**src/rtl/hazard_bypass_unit.sv**
```systemverilog
// Stateful ID/EX forwarding and hazard unit: tracks in-flight writers in a shift
// pipeline, produces per-operand bypass selects and a stall for not-yet-ready producers.
module hazard_bypass_unit #(
    parameter int NUM_SRC        = 2,
    parameter int NUM_FWD_STAGES = 2,
    parameter int LAT_W          = $clog2(NUM_FWD_STAGES + 1),
    parameter int SEL_W          = $clog2(NUM_FWD_STAGES + 1),
    parameter int CNT_W          = 32
) (
    input  logic                     clk_i,
    input  logic                     rst_i,
    input  logic                     hold_i,
    input  logic                     issue_valid_i,
    input  logic [4:0]               issue_rd_i,
    input  logic                     issue_reg_write_en,
    input  logic [LAT_W-1:0]         issue_lat_i,
    input  logic [NUM_SRC*5-1:0]     issue_rs_i,
    input  logic [NUM_SRC-1:0]       issue_rs_used_en,
    output logic                     stall_o,
    output logic [NUM_SRC*SEL_W-1:0] fwd_optn_o,
    output logic [CNT_W-1:0]         stall_count_o
);

    // Handshake: an instruction issues (issue_fire) in a cycle where issue_valid_i is
    // high, stall_o is low, hold_i is low and reset is inactive; otherwise it must be
    // presented again next cycle and stage 1 receives a bubble (unless held).
    logic issue_fire;

    logic             stg_valid [1:NUM_FWD_STAGES];
    logic [4:0]       stg_rd    [1:NUM_FWD_STAGES];
    logic             stg_we    [1:NUM_FWD_STAGES];
    logic [LAT_W-1:0] stg_lat   [1:NUM_FWD_STAGES];

    logic             issue_we_eff;
    logic [LAT_W-1:0] issue_lat_eff;

    logic [NUM_SRC-1:0] stall_req;
    logic [NUM_SRC-1:0] hit;
    logic [SEL_W-1:0]   hit_k   [NUM_SRC];
    logic [LAT_W-1:0]   hit_lat [NUM_SRC];
    logic [4:0]         rs      [NUM_SRC];

    assign issue_fire   = issue_valid_i & ~stall_o & ~hold_i & ~rst_i;
    assign issue_we_eff = issue_reg_write_en & (issue_rd_i != 5'd0);

    always_comb begin
        issue_lat_eff = issue_lat_i;
        if (issue_lat_i == '0) begin
            issue_lat_eff = LAT_W'(1);
        end else if (int'(issue_lat_i) > NUM_FWD_STAGES) begin
            issue_lat_eff = LAT_W'(NUM_FWD_STAGES);
        end
    end

    // Scanning oldest to youngest lets the youngest match overwrite older ones.
    always_comb begin
        stall_req  = '0;
        fwd_optn_o = '0;
        hit        = '0;
        for (int j = 0; j < NUM_SRC; j++) begin
            rs[j]      = issue_rs_i[5*j +: 5];
            hit_k[j]   = '0;
            hit_lat[j] = '0;
            for (int k = NUM_FWD_STAGES; k >= 1; k--) begin
                if (stg_valid[k] && stg_we[k] && (stg_rd[k] == rs[j]) &&
                    (rs[j] != 5'd0) && issue_rs_used_en[j]) begin
                    hit[j]     = 1'b1;
                    hit_k[j]   = SEL_W'(k);
                    hit_lat[j] = stg_lat[k];
                end
            end
            if (hit[j]) begin
                if (int'(hit_k[j]) >= int'(hit_lat[j])) begin
                    fwd_optn_o[j*SEL_W +: SEL_W] = hit_k[j];
                end else begin
                    stall_req[j] = 1'b1;
                end
            end
        end
        if (rst_i || !issue_valid_i) begin
            stall_req  = '0;
            fwd_optn_o = '0;
        end
    end

    assign stall_o = |stall_req;

    always_ff @(posedge clk_i) begin
        if (rst_i) begin
            for (int k = 1; k <= NUM_FWD_STAGES; k++) begin
                stg_valid[k] <= 1'b0;
            end
            stall_count_o <= '0;
        end else if (!hold_i) begin
            stg_valid[1] <= issue_fire;
            stg_rd[1]    <= issue_rd_i;
            stg_we[1]    <= issue_we_eff;
            stg_lat[1]   <= issue_lat_eff;
            for (int k = 2; k <= NUM_FWD_STAGES; k++) begin
                stg_valid[k] <= stg_valid[k-1];
                stg_rd[k]    <= stg_rd[k-1];
                stg_we[k]    <= stg_we[k-1];
                stg_lat[k]   <= stg_lat[k-1];
            end
            if (stall_o && (stall_count_o != '1)) begin
                stall_count_o <= stall_count_o + CNT_W'(1);
            end
        end
    end

endmodule

```
**config.mk**
```make
export PLATFORM = sky130hd
export DESIGN_NAME = hazard_bypass_unit
export DESIGN_NICKNAME = d
export VERILOG_FILES = /design/src/rtl/hazard_bypass_unit.sv
export SDC_FILE = /design/constraint.sdc
export NUM_CORES = 1
export LEC_CHECK = 0
export CORE_ASPECT_RATIO = 1.25
export CORE_UTILIZATION = 50
export DETAILED_ROUTE_END_ITERATION = 7
export GPL_ROUTABILITY_DRIVEN = 0
export GPL_TIMING_DRIVEN = 0
export PLACE_DENSITY = 0.77
export SETUP_SLACK_MARGIN = 0.3
export SYNTH_ARGS = -nofsm -noshare
export SYNTH_HDL_FRONTEND = slang
export SYNTH_SLANG_ARGS = --single-unit
```
**constraint.sdc**
```tcl
create_clock -name clk_i -period 3.84 [get_ports clk_i]
set_input_delay 0.576 -clock clk_i [delete_from_list [all_inputs] [get_ports clk_i]]
set_output_delay 0.576 -clock clk_i [all_outputs]
set_load 0.01 [all_outputs]
```
==> impl_metrics.ini, run 1 <==
[critical_path]
crit_top_cell = buf_4
crit_buf_inv = 8
crit_type = reg2out
startpoint_type = flop
cp_max_fo = 5
worstPathArrival_ps = 3050
critPathCaptureType = primary output
cpMaxStageDelayCell = edfxtp_1
crit_chain = xnor2_2 -> nand4_1 -> buf_4 -> buf_4 -> buf_4 -> buf_4 -> buf_4 -> o41ai_1 -> a221oi_2 -> a21oi_2 -> buf_6 -> buf_8 -> nor2_2 -> buf_2
cp.required_ps = 3260
max_stage_delay_ps = 460
crit_family = buffers and inverters

[sta]
clock_skew_ps = 9.62
fin_tns_setup_ps = 0
period_needed_ps = 3630
rsz0062_at_grt = yes
final_hold_viol_count = 0
post-route-period-util_pct = 94.5
max_freq_mhz = 276
tightest_slew_ps = 1250
slew_viol_final = 0
relSlewSlack_pct = 16.4
finalSetupViolations = 0

[global_route]
antenna_found_initial = 0
track_usage_pct = 26.9
grt_max_degree = 18
grt_remaining_overflow = 0
grt_pass1_vias = 2519
grt_pass1_wl_um = 11600

[floorplanning]
start_util_pct = 52.5
core.rowCount = 29
core-area_um2 = 5150
io_pins = 61
die_height_um = 84.2
fp.dieArea_um2 = 5710
die_width_um = 67.8

[run]
maxCapViolations = 0

[clocking]
clkLatencyLatePin_ps = 300
path_clk_slew_ps = 90
clockRootBuffer = clkbuf_8
clockBufferDepth = 2
cts_tree = built
cts_htree_levels = 2
hold_buffers = 0
cts_buffers = 5
clock-sinks = 50

[synth]
synth-xor-area-share_pct = 6.48
yosys.area.top_type = dfxtp_1
synth-adder-area-share_pct = 1.39
yosys_warnings = 0
synth.area.mux_share_pct = 4.54
synth_commonest_cells = dfxtp_1, a21oi_1, nand4_1, nor2_1, edfxtp_1
netlist_area_um2 = 2700
synth-main-ff-cell = dfxtp_1
synth-simple-area-share_pct = 27.9
synth.distinct_cells = 40
synthArstFlopShare_pct = 0
synth-compound-area-share_pct = 12.5
synth-edff-count = 18
synth_top_family_by_area = simple AND/OR/NAND/NOR gates
avgSynthCellArea_um2 = 9.16
syn_inst = 295
synth.yosys.seq_area_share_pct = 43.7
yosys-top-cells-area = dfxtp_1, edfxtp_1, xnor2_1, nand4_1, mux2_2
netlist.area_leader.share_pct = 23.7
ys_ff_latch = 50
synth.most_common_cell = dfxtp_1
synth_fp_nets = 322

[routing]
wire_per_inst_um = 17.5
antenna_left = 0
avgViaCountPerCell = 6.12
drc_errors = 0
via_count = 2697
finalWirelength_um = 7730
first_pass_iters = 5
drt_iter0_drc = 155

[final_layout]
design_area_um2 = 3640
multi_input_area_um2 = 1510
antennaDiodeCount = 0
regArea_um2 = 1180
fill_cells = 412
postLayoutCoreUtil_pct = 70.6
areaGrowthSynthToFinish_pct = 34.7
drive_gt1_share_pct = 17.2
stdcell_count = 441
finalNetCount = 405

[power_and_ir_drop]
clkPwrFrac_pct = 31.4
pwr-share-seq_pct = 58.8
p_comb_share_pct = 9.8
peakVddDrop_mv = 0.193
p_per_area_nw_per_um2 = 266
p_sw_mw = 0.234
total_power_mw = 0.967
internal-power_mw = 0.732
sw_frac_of_total_pct = 24.2
power_leakage_nw = 1.24

[hold_path]
hp-class = reg2reg

[place]
portBuffers = 59
placed_cells = 416
dpl.hpwl_um = 5060
dpl_cell_area_um2 = 3370

[status]
outcome = completed
[registers in the layout (all words and copies together) (netlist names)]
| register | cells |
|---|---|
| stg_valid | 2 |
| stg_we | 2 |
| stg_rd | 10 |
| stg_lat | 4 |
| stall_count_o | 32 |
[routing by layer]
layer  vias up  wire length, µm  GRT usage, %
li1       1282                -             -
met1      1293             3140          31.1
met2       109             4050          49.1
met3        13              378          3.40
met4         0              167          8.90
met5         -                0             0
[area by class of cell]
cell class                      instances  share of cell area (%)
Sequential cell                        50                    32.5
Inverter                                6                   0.619
Timing Repair Buffer                   76                    18.7
Clock inverter                          2                   0.344
Clock buffer                            6                    1.99
Buffer                                 16                    2.30
Tap cell                               62                    2.13
Multi-Input combinational cell        223                    41.5
[power groups by stage]
stage / clock [mW] / combinational, mW / sequential, mW
2_1_floorplan: 0 / 0.0396 / 0.578
3_3_place_gp: 0 / 0.0795 / 0.579
3_5_place_dp: 0 / 0.0811 / 0.580
4_1_cts: 0.312 / 0.0865 / 0.568
5_1_grt: 0.332 / 0.101 / 0.569
6_report: 0.304 / 0.0946 / 0.568
[final timing paths]
path | from | endpoint | slack [ps] | cells past startpoint
max | stg_rd[1][0] | stall_o | 210 | 14
max reg2reg | stg_rd[1][0] | stall_count_o[17] | 410 | 11
min reg2reg | stg_lat[1][0] | stg_lat[2][0] | 440 | 0
min | stg_lat[1][0] | stg_lat[2][0] | 440 | 0
[cell usage in the layout (no fill, tap or decap), types with 7 or more instances in the layout]
| cell type | count |
|---|---|
| mux2_2 | 10 |
| nand2_1 | 16 |
| o21ai_0 | 13 |
| nand4_1 | 21 |
| clkdlybuf4s50_1 | 43 |
| edfxtp_1 | 18 |
| nand3_1 | 8 |
| or3_1 | 14 |
| nor2_1 | 20 |
| nor2b_1 | 10 |
| buf_4 | 17 |
| clkbuf_1 | 10 |
| nor4_1 | 7 |
| dfxtp_1 | 32 |
| xnor2_1 | 15 |
| a21oi_1 | 21 |
[metrics by stage]
stage / setup WS [ps] / hold WS, ps
floorplan: 567 / 400
global placement: -727 / 403
detailed placement: -765 / 423
CTS: 182 / 441
global route: 42.4 / 439
finish: 211 / 442
[logic make-up after synthesis]
kind of cell,after synthesis
compound gates,55
xor+xnor,20
fa+ha+maj,3
buf+inv,22
flops,50
mux,11
simple gates,134
[timing repair]
| action | CTS | global route |
|---|---|---|
| resized for setup | 31 | 25 |
| setup endpoints to repair | 21 | 14 |
| pin swaps | 8 | 16 |
| setup buffers | 10 | 7 |
(Power assumes the default switching activity.)
==> run 2, diff against run 1 <==
SLEW_MARGIN = 10   (was default)
==> impl_metrics.ini, run 2 (synthesis gave the netlist of run 1 again) <==
[final_layout]
antennaDiodeCount = 0
drive_gt1_share_pct = 17.4
stdcell_count = 441
top_register = stall_count_o
largest_reg_flops = 32
largestRegisters = stall_count_o: 32 flops, stg_rd: 10 flops, stg_lat: 4 flops
fill_cells = 410
final_cell_mix = clkdlybuf4s50_1, dfxtp_1, nand4_1, a21oi_1, nor2_1
final_common_cell = clkdlybuf4s50_1
finalNetCount = 405
areaGrowthSynthToFinish_pct = 34.8

[clocking]
cts_buffers = 5
path_clk_slew_ps = 90
clockBufferDepth = 2
hold_buffers = 0
clockRootBuffer = clkbuf_8
cts_htree_levels = 2
clkLatencyLatePin_ps = 300
clock-sinks = 50
cts_tree = built

[routing]
drc_errors = 0
drt_iter0_drc = 171
finalWirelength_um = 7720
via_count = 2701
wire_per_inst_um = 17.5
antenna_left = 0
avgViaCountPerCell = 6.12
first_pass_iters = 5

[sta]
post-route-period-util_pct = 94.8
clock_skew_ps = 9.46
tightest_slew_ps = 779
period_needed_ps = 3640
relSlewSlack_pct = 48.0
max_freq_mhz = 275
finalSetupViolations = 0
rsz0062_at_grt = yes
slew_viol_final = 0
final_hold_viol_count = 0
fin_tns_setup_ps = 0

[critical_path]
reg2reg_depth = 14
startpoint_type = flop
reg2reg_to = stall_count_o[20]
critPathCaptureType = primary output
r2r_slack_ps = 420
crit_type = reg2out
r2r-start = stg_rd[1][0]
worstPathArrival_ps = 3070
cp.required_ps = 3260
cp_max_fo = 5

[global_route]
antenna_found_initial = 0
grt_pass1_vias = 2519
grt_max_degree = 18
grt_remaining_overflow = 0
track_usage_pct = 26.9
grt_pass1_wl_um = 11600

[floorplanning]
io_pins = 61
start_util_pct = 52.5
core.rowCount = 29
die_width_um = 67.8
core-area_um2 = 5150
die_height_um = 84.2
fp.dieArea_um2 = 5710

[power_and_ir_drop]
p_comb_share_pct = 9.9
pwr-share-seq_pct = 58.7
total_power_mw = 0.968
sw_frac_of_total_pct = 24.3
p_sw_mw = 0.236
p_per_area_nw_per_um2 = 266
peakVddDrop_mv = 0.192
power_leakage_nw = 1.24
clkPwrFrac_pct = 31.5
internal-power_mw = 0.732

[hold_path]
hold_depth = 0
hp-class = reg2reg
hold_start = stg_lat[1][0]
holdPathEnd = stg_lat[2][0]

[status]
outcome = completed

[place]
placed_cells = 416
dpl.hpwl_um = 5060
portBuffers = 59

[run]
maxCapViolations = 0
run 2: changes by cell type in the layout (fill, tap and decap cells not counted):
cell,change
nor2_1,-1
nor2_2,+1
run 2: power groups by stage:
stage               logic, mW  clock network (mW)  registers (mW)
detailed placement     0.0811                   0           0.580
floorplan              0.0396                   0           0.578
global placement       0.0795                   0           0.579
global route            0.101               0.332           0.569
finish                 0.0955               0.304           0.568
CTS                    0.0865               0.312           0.568
run 2: repair_timing:
item	4_1_cts	5_1_grt
setup endpoints to repair	21	14
setup buffers	10	7
pin swaps	8	16
resized for setup	31	25
run 2: metal layers:
metal | global-route usage (%) | up-vias | part of all wire, %
met3 | 3.40 | 16 | 4.1
li1 | - | 1276 | -
met4 | 8.90 | 0 | 2.3
met2 | 49.1 | 105 | 52
met5 | 0 | - | 0
met1 | 31.1 | 1304 | 41
run 2: worst max-delay path by stage:
stage	to	start	slack, ps	cells after the start
2_1_floorplan	stall_o	issue_rs_i[1]	570	10
3_3_place_gp	stall_o	issue_rs_i[1]	-730	12
3_5_place_dp	stall_o	issue_rs_i[8]	-760	12
4_1_cts	stall_o	issue_rs_i[1]	180	12
5_1_grt	stall_o	stg_rd[1][3]	40	14
6_report	stall_o	stg_rd[1][0]	200	14
run 2: metrics by stage:
step | setup WS [ps] | util, % | hold WS (ps) | instance area, µm²
6_report | 199 | 70.7 | 438 | 3640
5_1_grt | 42.0 | 70.7 | 439 | 3640
4_1_cts | 182 | 69.1 | 441 | 3560
3_5_place_dp | -765 | 65.4 | 423 | 3370
3_3_place_gp | -727 | 65.4 | 403 | 3370
2_1_floorplan | 567 | - | 400 | 2700
run 2: cell type report:
type | instances | area (µm²) | area share (%)
Sequential cell | 50 | 1180 | 32.4
Buffer | 16 | 83.8 | 2.30
Clock buffer | 6 | 72.6 | 1.99
Inverter | 6 | 22.5 | 0.618
Clock inverter | 2 | 12.5 | 0.344
Tap cell | 62 | 77.6 | 2.13
Timing Repair Buffer | 76 | 681 | 18.7
Multi-Input combinational cell | 223 | 1510 | 41.5
run 2: worst max-delay path, stage by stage (launching register included):
cell and delay, ps:
edfxtp_1 460, xnor2_2 200, nand4_1 200, buf_4 200, buf_4 120, buf_4 130, buf_4 130, buf_4 120
o41ai_1 460, a221oi_2 130, a21oi_2 210, buf_6 140, buf_8 100, nor2_2 30, buf_2 140
